## src/rtl/mem_bus_arbiter.sv

```systemverilog
// Data RAM arbiter: CPU strobe port (M0) has fixed priority over a valid/ready master (M1),
// with a bounded-wait grant for M1. Optional stall statistics behind MEM_ARB_STATS_EN.
module mem_bus_arbiter #(
   parameter int unsigned AW       = 9,
   parameter int unsigned MAX_WAIT = 4
) (
   input  logic          i_clk,
   input  logic          i_rst_n,
   input  logic          i_m0_lw,
   input  logic          i_m0_lb,
   input  logic          i_m0_sw,
   input  logic          i_m0_sb,
   input  logic [15:0]   i_m0_ad,
   input  logic [15:0]   i_m0_do,
   output logic [15:0]   o_m0_di,
   output logic          o_m0_stall,
   input  logic          i_m1_req,
   input  logic          i_m1_we,
   input  logic          i_m1_byte,
   input  logic [15:0]   i_m1_ad,
   input  logic [15:0]   i_m1_wdata,
   output logic          o_m1_gnt,
   output logic          o_m1_rvalid,
   output logic [15:0]   o_m1_rdata,
   output logic [AW-1:0] o_mem_ad,
   output logic [15:0]   o_mem_wd,
   output logic          o_mem_we_h,
   output logic          o_mem_we_l,
   output logic          o_mem_re,
   input  logic [15:0]   i_mem_rd
`ifdef MEM_ARB_STATS_EN
   ,
   output logic [15:0]   o_m1_wait_total
`endif
);

   typedef enum logic [1:0] {
      OwnNone,
      OwnM0,
      OwnM1
   } owner_e;

   localparam logic [3:0] MaxWait = 4'(MAX_WAIT);

   logic [3:0]  wait_q, wait_d;
   owner_e      rd_owner_q, rd_owner_d;
   logic        rd_byte_q, rd_byte_d;
   logic        rd_lane_q, rd_lane_d;
   logic [15:0] m0_di_q, m0_di_d;
   logic [15:0] m1_rdata_q, m1_rdata_d;
   logic        m1_rvalid_q, m1_rvalid_d;

   logic        m0_active, m0_we, m0_byte;
   logic        force_m1, m1_win, m0_win, issue;
   logic        sel_we, sel_byte;
   logic [15:0] sel_ad, sel_wd;
   logic [15:0] rd_data;
   logic        unused_ad_hi;

   // M0 strobe priority SW > SB > LW > LB collapses to a write flag plus a byte flag.
   always_comb begin
      m0_active = i_m0_sw | i_m0_sb | i_m0_lw | i_m0_lb;
      m0_we     = i_m0_sw | i_m0_sb;
      m0_byte   = ~i_m0_sw & (i_m0_sb | (~i_m0_lw & i_m0_lb));
   end

   always_comb begin
      force_m1 = i_m1_req && (MaxWait != 4'd0) && (wait_q == MaxWait);
      m1_win   = force_m1 || (i_m1_req && !m0_active);
      m0_win   = m0_active && !m1_win;
      issue    = (m0_win || m1_win) && i_rst_n;
   end

   // With no request the M0 fields stay on the bus; enables are what matter.
   always_comb begin
      sel_we   = m0_we;
      sel_byte = m0_byte;
      sel_ad   = i_m0_ad;
      sel_wd   = i_m0_do;
      if (m1_win) begin
         sel_we   = i_m1_we;
         sel_byte = i_m1_byte;
         sel_ad   = i_m1_ad;
         sel_wd   = i_m1_wdata;
      end
   end

   always_comb begin
      o_mem_ad   = sel_ad[AW:1];
      o_mem_wd   = sel_byte ? {sel_wd[7:0], sel_wd[7:0]} : sel_wd;
      o_mem_we_h = issue & sel_we & (~sel_byte | sel_ad[0]);
      o_mem_we_l = issue & sel_we & (~sel_byte | ~sel_ad[0]);
      o_mem_re   = issue & ~sel_we;
      o_m1_gnt   = m1_win & i_rst_n;
      o_m0_stall = m0_active & m1_win & i_rst_n;
   end

   assign unused_ad_hi = ^sel_ad[15:AW+1];

   always_comb begin
      wait_d = wait_q;
      if (!i_m1_req || m1_win) begin
         wait_d = 4'd0;
      end else if (wait_q < MaxWait) begin
         wait_d = wait_q + 4'd1;
      end
   end

   always_comb begin
      rd_owner_d = OwnNone;
      if (o_mem_re) begin
         rd_owner_d = m1_win ? OwnM1 : OwnM0;
      end
      rd_byte_d = sel_byte;
      rd_lane_d = sel_ad[0];
   end

   // Return path: RAM data arrives one cycle after issue and is captured into the owner's register.
   always_comb begin
      rd_data     = rd_byte_q ? {8'h00, (rd_lane_q ? i_mem_rd[15:8] : i_mem_rd[7:0])} : i_mem_rd;
      m0_di_d     = (rd_owner_q == OwnM0) ? rd_data : m0_di_q;
      m1_rdata_d  = (rd_owner_q == OwnM1) ? rd_data : m1_rdata_q;
      m1_rvalid_d = (rd_owner_q == OwnM1);
   end

   always_ff @(posedge i_clk or negedge i_rst_n) begin
      if (!i_rst_n) begin
         wait_q      <= 4'd0;
         rd_owner_q  <= OwnNone;
         rd_byte_q   <= 1'b0;
         rd_lane_q   <= 1'b0;
         m0_di_q     <= 16'h0000;
         m1_rdata_q  <= 16'h0000;
         m1_rvalid_q <= 1'b0;
      end else begin
         wait_q      <= wait_d;
         rd_owner_q  <= rd_owner_d;
         rd_byte_q   <= rd_byte_d;
         rd_lane_q   <= rd_lane_d;
         m0_di_q     <= m0_di_d;
         m1_rdata_q  <= m1_rdata_d;
         m1_rvalid_q <= m1_rvalid_d;
      end
   end

   assign o_m0_di     = m0_di_q;
   assign o_m1_rdata  = m1_rdata_q;
   assign o_m1_rvalid = m1_rvalid_q;

`ifdef MEM_ARB_STATS_EN
   logic [15:0] wait_total_q, wait_total_d;

   always_comb begin
      wait_total_d = wait_total_q;
      if (i_m1_req && !o_m1_gnt && (wait_total_q != 16'hFFFF)) begin
         wait_total_d = wait_total_q + 16'd1;
      end
   end

   always_ff @(posedge i_clk or negedge i_rst_n) begin
      if (!i_rst_n) begin
         wait_total_q <= 16'h0000;
      end else begin
         wait_total_q <= wait_total_d;
      end
   end

   assign o_m1_wait_total = wait_total_q;
`endif

endmodule

```

## config.mk

```make
export PLATFORM = sky130hd
export DESIGN_NAME = mem_bus_arbiter
export DESIGN_NICKNAME = d
export VERILOG_FILES = /design/src/rtl/mem_bus_arbiter.sv
export SDC_FILE = /design/constraint.sdc
export NUM_CORES = 1
export LEC_CHECK = 0
export ABC_AREA = 1
export CORE_MARGIN = 1.5
export CORE_UTILIZATION = 37
export CTS_CLUSTER_SIZE = 14
export DETAILED_ROUTE_END_ITERATION = 7
export PLACE_DENSITY = 0.81
export SYNTH_ARGS = -nofsm -noshare
export SYNTH_HDL_FRONTEND = slang
export SYNTH_SLANG_ARGS = --single-unit
```

## constraint.sdc

```tcl
create_clock -name i_clk -period 1.9 [get_ports i_clk]
set_clock_uncertainty 0.15 [all_clocks]
set_input_delay 0.285 -clock i_clk [delete_from_list [all_inputs] [get_ports i_clk]]
set_output_delay 0.285 -clock i_clk [all_outputs]
set_load 0.1 [all_outputs]
```

==> flow_summary.ini, run 1 <==
[run_status]
status = finished, violations left
failed_checks = setup timing

[detailed_routing]
routed_wl_mm = 11.0
drcViolationCount = 0
first_pass_iters = 5
drt_iter0_markers = 146
via_per_inst = 5.11
antenna_left = 0
wl_per_cell_um = 18.6
vias = 3043

[critical_path]
cp_slowest_cell = dfrtp_1
worst_setup_path_end_kind = output port
crit_path_frequent_cell = nand2_8
arrival_ns = 1.99
critPathKind = reg -> out
startpoint_type = register
crit_chain = inv_2, ha_4, nand4_4, nand2_8, buf_12, nand2_1, nand2_8, nand2_4, nand2_8, buf_12
crit_required_ns = 1.46
critPathMaxStageDelay_ns = 0.40
cp_max_fo = 9

[die]
top_level_ports = 152
dieHeight_um = 83.4
die_area_mm2 = 0.00695
die_w_um = 83.4
num_rows = 29
core_area_mm2 = 0.00631
start_util_pct = 37.9

[finish]
fillers = 276
insertedDiodeCount = 0
stdcell_count = 595
final_layout_size_suffix_gt1_share_pct = 42.7
fin_area_mm2 = 0.00561
fin_util_pct = 88.8
multi_input_area_mm2 = 0.00176
area_growth_pct = 135
seqCellArea_mm2 = 0.00103
final_nets = 608

[global_route]
grt_use_total_pct = 29.3
overflow = 0
met3_usage_pct = 7.36
antenna_found_initial = 0
grt_max_degree = 26
grt_pass1_vias = 3038
grt_pass1_wl_mm = 15.9
grt_use_met2_pct = 55.5
grt.busiest_layer = met2
grt_use_met1_pct = 32.1

[sta]
hold_viol = 0
period_minus_slack_ns = 2.43
fin_crit_sh_pct = 128
setup_viol = 30
drv_slew = 0
timing.fmax_mhz = 412
slew_headroom_pct = 55.3
timing.final.ws_setup_ns = -0.526
max_slew.worst_pin.slew_ns = 0.669
grt_setup_unrepaired = yes

[clock_tree]
numCtsBuffers = 5
cts.path.max_buffers = 2
clk_latency_ns = 0.30
cts_tree = done
cts.sinks = 41
htree_levels = 2
cts_root_buf = clkbuf_8
clk_pin_slew_worst_paths_ns = 0.08

[pwr]
p_total_w = 0.00647
power.density_mw_per_mm2 = 1150
p_leak_nw = 2.65
ir_worst_vdd_mv = 1.59

[placement]
place_congestion = 0.864
placed_cell_area_mm2 = 0.00498
port_buffers = 139
dp_slack_ns = -0.485
place_inst = 569
hpwl_mm = 6.75

[synth]
ys_top_cells_by_area = dfrtp_1 (43%), nand2_1 (27%), nor2_1 (4.7%), buf_4 (3.8%), inv_1 (3.5%)
syn_area_mm2 = 0.00239
ys_seq_elements = 41
synth_top_area_share_pct = 42.9
ys_seq_area_share_pct = 42.9
synth_top_area_cell = dfrtp_1
yosysUniqueCellTypes = 21
ys_warn_count = 0
synth_nets = 430
netlist_instances = 339
synth.avg_cell_area_um2 = 7.05

[run]
drv_cap = 0

[worst_hold_path]
hp-class = in -> reg
[worst paths after layout]
| kind | start | to | slack (ns) | depth (start not counted) |
|---|---|---|---|---|
| max | wait_q[1]$_DFFE_PN0P_ | o_mem_wd[13] | -0.53 | 10 |
| min | i_rst_n | rd_owner_q[0]$_DFF_PN0_ | 0.28 | 4 |
| max reg2reg | wait_q[1]$_DFFE_PN0P_ | rd_owner_q[1]$_DFF_PN0_ | 0.18 | 9 |
| min reg2reg | o_m1_rdata[10]$_DFFE_PN0P_ | o_m1_rdata[10]$_DFFE_PN0P_ | 0.40 | 2 |
| max in group asynchronous | i_rst_n | o_m0_di[9]$_DFFE_PN0N_ | 0.90 | 3 |
| min in group asynchronous | i_rst_n | o_m0_di[7]$_DFFE_PN0N_ | 0.40 | 3 |
[cell families (layout without fill, tap and decap cells)]
kind of cell / count (synthesis) / after routing / share of synthesized area [%]
AND/OR/NAND/NOR: 224 / 225 / 39.9
adder cells (fa/ha/maj): 2 / 2 / 1.05
flip-flops: 41 / 41 / 42.9
AO/OA/AOI/OAI: 27 / 27 / 5.65
buffers and inverters: 44 / 222 / 10.2
XOR/XNOR: 1 / 1 / 0.366
[report_power, final]
part           switching, W  total (W)  internal [W]
sequential         0.000274    0.00138       0.00110
clock              0.000318   0.000745      0.000427
combinational       0.00277    0.00435       0.00158
[synthesized netlist by cell type]
cell	count
a21oi_1	11
buf_2	2
buf_4	12
buf_6	4
clkbuf_1	3
dfrtp_1	41
ha_1	2
inv_1	22
inv_2	1
nand2_1	170
nand2_2	7
nand2_4	3
nand3_1	5
nand3_2	3
nand3b_1	2
nand4_4	1
nor2_1	30
nor2_4	3
o21ai_0	14
o21ai_1	2
xor2_1	1
[worst max-delay path, delay by kind of cell (launching register included)]
kind                       cells  cell delay [ns]
and+or+nand+nor                6             0.72
DFF                            1             0.40
buffers and inverters          3             0.38
adders and majority gates      1             0.18
[sequential cells by signal, summed over array words and instances, names as in the netlist]
register     cells
o_m0_di         16
o_m1_rdata      16
wait_q           4
rd_owner_q       2
o_m1_rvalid      1
rd_byte_q        1
rd_lane_q        1
[layout by cell type (no fill, tap or decap), drive strengths merged, types with 6 or more instances in the layout]
master,Yosys,final
a21oi,11,11
buf,18,115
clkbuf,3,6
clkdlybuf4s50,0,74
dfrtp,41,41
inv,23,23
nand2,180,181
nand3,8,8
nor2,33,33
o21ai,16,16
[what timing repair did]
| action | 4_1_cts | 5_1_grt |
|---|---|---|
| pin swaps | 20 | 10 |
| gates resized for setup | 78 | 15 |
| setup endpoints to repair | 30 | 31 |
| hold endpoints to repair | 41 | 0 |
| gates cloned | 3 | 0 |
| setup buffers | 8 | 7 |
| hold buffers | 1 | 0 |
[layout make-up]
type                            instances  share of cell area, %
Timing Repair Buffer                  191                   44.9
Multi-Input combinational cell        255                   31.4
Sequential cell                        41                   18.3
Tap cell                               77                   1.72
Inverter                               23                   1.58
Clock buffer                            6                   1.47
Clock inverter                          2                  0.669
[per-stage QoR]
stage / TNS [ns] / hold slack [ns]
after floorplan: -0.625 / -0.161
after global placement: -9.88 / 0.158
after detailed placement: -11.82 / 0.161
after CTS: -11.00 / 0.270
after global routing: -15.48 / 0.272
final: -13.26 / 0.277
[per-layer routing]
| layer | share of wire [%] | up-vias |
|---|---|---|
| met2 | 54 | 175 |
| met1 | 35 | 1463 |
| li1 | - | 1379 |
| met4 | 3.0 | 0 |
| met3 | 8.2 | 26 |
| met5 | 0 | - |
Power figures use the tool's default switching activity.
==> run 2: changes to the inputs <==
--- a/config.mk
+++ b/config.mk
@@ -6,11 +6,13 @@
 export NUM_CORES = 1
 export LEC_CHECK = 0
 export ABC_AREA = 1
-export CORE_MARGIN = 1.5
-export CORE_UTILIZATION = 37
+export CELL_PAD_IN_SITES_DETAIL_PLACEMENT = 1
+export CELL_PAD_IN_SITES_GLOBAL_PLACEMENT = 2
+export CORE_UTILIZATION = 18
 export CTS_CLUSTER_SIZE = 14
 export DETAILED_ROUTE_END_ITERATION = 7
-export PLACE_DENSITY = 0.81
+export HOLD_SLACK_MARGIN = 0.05
+export PLACE_DENSITY_LB_ADDON = 0.1
 export SYNTH_ARGS = -nofsm -noshare
 export SYNTH_HDL_FRONTEND = slang
 export SYNTH_SLANG_ARGS = --single-unit
==> flow_summary.ini, run 2 (synthesized netlist as in run 1, its figures left out) <==
[critical_path]
crit_chain = inv_2, ha_4, nand3_4, nand2_8, nand3_2, nand2_4, inv_2, buf_12, nand2_2, nand2_8, buf_12
cp_slowest_cell = dfrtp_1
critPathKind = reg -> out
r2r_start = wait_q[1]$_DFFE_PN0P_
cp_top_family = simple AND/OR/NAND/NOR gates
startpoint_type = register
arrival_ns = 1.89
cp_max_fo = 9
crit_required_ns = 1.46
crit_path_start = wait_q[1]$_DFFE_PN0P_
worst_setup_path_end_kind = output port
crit_buf_inv = 4
critPathMaxStageDelay_ns = 0.39

[clock_tree]
cts_tree = done
clk_pin_slew_worst_paths_ns = 0.06
htree_levels = 2
cts.sinks = 41
cts.path.max_buffers = 2
cts_root_buf = clkbuf_16
numCtsBuffers = 5
clk_latency_ns = 0.28

[detailed_routing]
vias = 2638
antenna_left = 0
drcViolationCount = 0
first_pass_iters = 4
drt_iter0_markers = 58
routed_wl_mm = 9.06
via_per_inst = 3.91
wl_per_cell_um = 13.4

[global_route]
grt_pass1_vias = 2820
grt_pass1_wl_mm = 14.3
antenna_found_initial = 0
grt_max_degree = 42
overflow = 0
grt_use_total_pct = 13.6

[sta]
max_slew.worst_pin.slew_ns = 0.532
setup_tns_ns = -9.73
hold_ws_ns = 0.0529
period_minus_slack_ns = 2.32
hold_viol = 0
slew_headroom_pct = 64.6
drv_slew = 0
timing.fmax_mhz = 430
setup_viol = 30
fin_crit_sh_pct = 122
grt_setup_unrepaired = yes
timing.final.ws_setup_ns = -0.423

[die]
dieHeight_um = 117
num_rows = 41
die_w_um = 117
die_area_mm2 = 0.0137
start_util_pct = 18.7
top_level_ports = 152
core_area_mm2 = 0.0128

[finish]
insertedDiodeCount = 0
area_growth_pct = 129
final_cell_mix = nand2_1 (126), clkdlybuf4s50_1 (70), buf_12 (67)
layout_commonest_cell = nand2_1
final_nets = 593
final_layout_size_suffix_gt1_share_pct = 35.8
fin_area_mm2 = 0.00548
fillers = 1447
fin_util_pct = 42.9

[pwr]
power_frac_clock_pct = 15.1
p_int_w = 0.00327
p_leak_nw = 2.58
power_switching_share_pct = 49.9
power_switching_w = 0.00325
power.density_mw_per_mm2 = 1190
p_seq_share_pct = 21.0
ir_worst_vdd_mv = 0.381
power_frac_comb_pct = 63.9

[run_status]
status = finished, violations left
failed_checks = setup timing

[run]
drv_cap = 0

[placement]
placed_cell_area_mm2 = 0.00511
hpwl_mm = 7.21
place_congestion = 0.719
port_buffers = 139

[worst_hold_path]
hp-class = in -> async
## run 2: cell types whose count changed in the layout (fill, tap and decap cells not counted), sizes merged, moves of 2 or more
cell,change
dlymetal6s2s,+2
dlygate4sd2,+2
buf,-14
clkdlybuf4s50,-4
## run 2: power by group through the flow
stage	clock (W)	sequential (W)	combinational (W)
final	0.000983	0.00137	0.00417
after global routing	0.00104	0.00140	0.00433
after CTS	0.00101	0.00138	0.00417
after detailed placement	0	0.00139	0.00413
after global placement	0	0.00138	0.00410
after floorplan	0	0.00281	0.00101
## run 2: path summary, 6_finish.rpt
path | slack, ns | cells past startpoint | end
hold reg to reg | 0.38 | 2 | o_m1_rdata[12]$_DFFE_PN0P_
setup / recovery | -0.42 | 11 | o_mem_wd[9]
min in group i_clk | 0.35 | 4 | rd_owner_q[1]$_DFF_PN0_
max in group asynchronous | 1.17 | 2 | o_m1_rdata[2]$_DFFE_PN0P_
setup reg to reg | 0.30 | 8 | wait_q[0]$_DFFE_PN0P_
hold / removal | 0.05 | 2 | o_m1_rdata[10]$_DFFE_PN0P_
## run 2: metal layers
layer	share of wire (%)	track usage, %
met1	40	16.4
met2	50	23.7
met3	8.5	4.27
met4	0.82	3.29
met5	0	0
## run 2: worst register-to-register path, delay by kind of cell (launching register included)
kind | cells | cell delay, ns
DFF | 1 | 0.39
adders and majority gates | 1 | 0.17
and+or+nand+nor | 5 | 0.50
buffers and inverters | 2 | 0.27
## run 2: per-stage QoR
step,worst slack (ns),cells,power (W)
after detailed placement,-0.496,660,0.00552
after global routing,-0.484,675,0.00678
after CTS,-0.432,671,0.00656
after global placement,-0.458,660,0.00549
after floorplan,-0.160,339,0.00382
final,-0.423,675,0.00652
## run 2: final cells by class
| class | instances | area, µm² | area share [%] |
|---|---|---|---|
| inverter | 23 | 86.3 | 1.58 |
| clock inverter | 1 | 30.0 | 0.548 |
| sequential | 41 | 1030 | 18.7 |
| timing repair buffer | 176 | 2360 | 43.1 |
| tap | 172 | 215 | 3.93 |
| clock buffer | 7 | 143 | 2.61 |
| multi-input combinational | 255 | 1610 | 29.5 |
## run 2: what timing repair did
item                       in CTS  in global routing
hold buffers                    0                  0
pin swaps                       1                  3
resized for setup              23                 17
setup endpoints to repair      30                 30
gates cloned                    0                  1
setup buffers                   3                  3
==> run 3: changes to the inputs <==
--- a/config.mk
+++ b/config.mk
@@ -5,10 +5,9 @@
 export SDC_FILE = /design/constraint.sdc
 export NUM_CORES = 1
 export LEC_CHECK = 0
-export ABC_AREA = 1
 export CELL_PAD_IN_SITES_DETAIL_PLACEMENT = 1
 export CELL_PAD_IN_SITES_GLOBAL_PLACEMENT = 2
-export CORE_UTILIZATION = 18
+export CORE_UTILIZATION = 20
 export CTS_CLUSTER_SIZE = 14
 export DETAILED_ROUTE_END_ITERATION = 7
 export HOLD_SLACK_MARGIN = 0.05
==> flow_summary.ini, run 3 <==
[run_status]
status = finished, violations left
failed_checks = setup timing

[sta]
timing.final.ws_setup_ns = -0.618
timing.fmax_mhz = 397
hold_ws_ns = 0.0645
drv_slew = 0
grt_setup_unrepaired = yes
period_minus_slack_ns = 2.52
hold_viol = 0
slew_headroom_pct = 63.7
setup_viol = 30
max_slew.worst_pin.slew_ns = 0.544
fin_crit_sh_pct = 133

[detailed_routing]
routed_wl_mm = 8.39
first_pass_iters = 4
via_per_inst = 4.25
vias = 2294
antenna_left = 0
drcViolationCount = 0
wl_per_cell_um = 15.5
drt_iter0_markers = 51

[die]
core_area_mm2 = 0.0110
start_util_pct = 20.9
num_rows = 38
dieHeight_um = 109
die_w_um = 109
top_level_ports = 152
die_area_mm2 = 0.0120

[global_route]
grt_max_degree = 43
grt_pass1_wl_mm = 13.1
antenna_found_initial = 0
overflow = 0
grt_pass1_vias = 2552
grt_use_total_pct = 14.5

[pwr]
power_frac_comb_pct = 62.2
power_frac_clock_pct = 16.0
p_leak_nw = 2.34
p_int_w = 0.00316
power_switching_w = 0.00298
ir_worst_vdd_mv = 0.998
p_seq_share_pct = 21.8
power_switching_share_pct = 48.5
p_total_w = 0.00614
power.density_mw_per_mm2 = 1180

[finish]
final_layout_size_suffix_gt1_share_pct = 39.8
insertedDiodeCount = 0
layout_commonest_cell = clkdlybuf4s50_1
final_cell_mix = clkdlybuf4s50_1 (72), buf_12 (65), dfrtp_1 (41)
final_nets = 490
area_growth_pct = 125

[synth]
synth.avg_cell_area_um2 = 9.90
netlist_instances = 233
synthTopCellsByCount = dfrtp_1 (41), nand2_1 (36), o21ai_0 (34)
yosysMostFrequentCell = dfrtp_1
synth_nets = 324
yosysUniqueCellTypes = 29
synth_top_area_share_pct = 44.5
ys_seq_area_share_pct = 44.5
synth_edf_count = 0
ys_seq_elements = 41
ys_top_cells_by_area = dfrtp_1 (44%), mux2_4 (7.8%), mux2i_1 (7.4%), o21ai_0 (7.4%), nand2_1 (5.9%)
synth_ff_type = dfrtp_1
ys_warn_count = 0
synth_top_area_cell = dfrtp_1
syn_area_mm2 = 0.00231
async_flop_share_pct = 100

[clock_tree]
htree_levels = 2
cts_tree = done
cts-hold-fix-buffers = 0
cts.path.max_buffers = 2
cts.sinks = 41
clk_pin_slew_worst_paths_ns = 0.06
cts_root_buf = clkbuf_16
numCtsBuffers = 5
clk_latency_ns = 0.28

[critical_path]
arrival_ns = 2.08
crit_chain = inv_1, ha_2, and3b_2, o21ai_4, buf_6, buf_12, mux2_4, buf_12
crit_path_frequent_cell = buf_12
cp_slowest_cell = dfrtp_1
crit_required_ns = 1.46
startpoint_type = register
worst_setup_path_end_kind = output port
cp_top_family = buffers and inverters
crit_cells = 8
rr_worst_depth = 8
critPathMaxStageDelay_ns = 0.35
critPathKind = reg -> out
cp_max_fo = 7
crit_buf_inv = 4

[run]
drv_cap = 0

[placement]
port_buffers = 139
place_congestion = 0.726
hpwl_mm = 6.74

[worst_hold_path]
hp-class = in -> async
[run 3: worst paths after layout]
check	slack, ns	to	start
worst max-delay path	-0.62	o_mem_wd[1]	wait_q[0]$_DFFE_PN0P_
worst min-delay path	0.06	o_m1_rdata[1]$_DFFE_PN0P_	i_rst_n
worst max register to register	0.07	rd_lane_q$_DFF_PN0_	wait_q[0]$_DFFE_PN0P_
worst min register to register	0.39	o_m0_di[2]$_DFFE_PN0N_	o_m0_di[2]$_DFFE_PN0N_
max in group asynchronous	1.16	o_m0_di[0]$_DFFE_PN0N_	i_rst_n
min in group i_clk	0.39	o_m0_di[2]$_DFFE_PN0N_	o_m0_di[2]$_DFFE_PN0N_
[run 3: routing by layer]
layer	GRT usage (%)	wire, µm	vias to the layer above
met1	17.9	3460	1110
met4	1.71	19	0
met5	0	0	-
met3	3.14	395	2
li1	-	-	1120
met2	26.3	4520	62
[run 3: timing repair]
item	4_1_cts	5_1_grt
resized for setup	22	6
buffers inserted	6	3
cloned	2	0
pin swaps	4	2
hold endpoints to repair	0	0
endpoints found under the setup margin	30	31
[run 3: area by class of cell]
cell class / count / area, µm²
clock inverter: 1 / 30.0
multi-input combinational: 165 / 1400
fill: 1177 / 5830
tap: 140 / 175
timing repair buffer: 180 / 2400
sequential: 41 / 1030
inverter: 6 / 22.5
clock buffer: 7 / 143
[run 3: power by group through the flow]
| stage | combinational [W] | sequential, W | clock [W] |
|---|---|---|---|
| finish | 0.00382 | 0.00134 | 0.000980 |
| global route | 0.00395 | 0.00137 | 0.00106 |
| CTS | 0.00384 | 0.00135 | 0.00102 |
| detailed placement | 0.00379 | 0.00136 | 0 |
| global placement | 0.00377 | 0.00135 | 0 |
| floorplan | 0.000832 | 0.00274 | 0 |
[run 3: stage by stage]
stage | setup TNS (ns) | utilization (%) | instances | cell area (µm²) | setup slack [ns]
detailed placement | -16.66 | 43.8 | 526 | 4830 | -0.623
finish | -16.58 | 47.1 | 540 | 5200 | -0.618
global placement | -15.44 | 43.8 | 526 | 4830 | -0.578
CTS | -17.41 | 46.7 | 537 | 5150 | -0.650
floorplan | -9.00 | - | 233 | 2560 | -0.602
global route | -19.35 | 47.1 | 540 | 5200 | -0.705
[run 3: cells by family (layout without fill, tap and decap cells)]
group	Yosys count	count (layout)	share of synthesized area, %
multiplexers	34	34	17.6
AO/OA/AOI/OAI	60	60	15.1
AND/OR/NAND/NOR	68	68	14.4
buffers and inverters	27	194	6.89
XOR/XNOR	1	1	0.380
flip-flops	41	41	44.5
adder cells (fa/ha/maj)	2	2	1.09
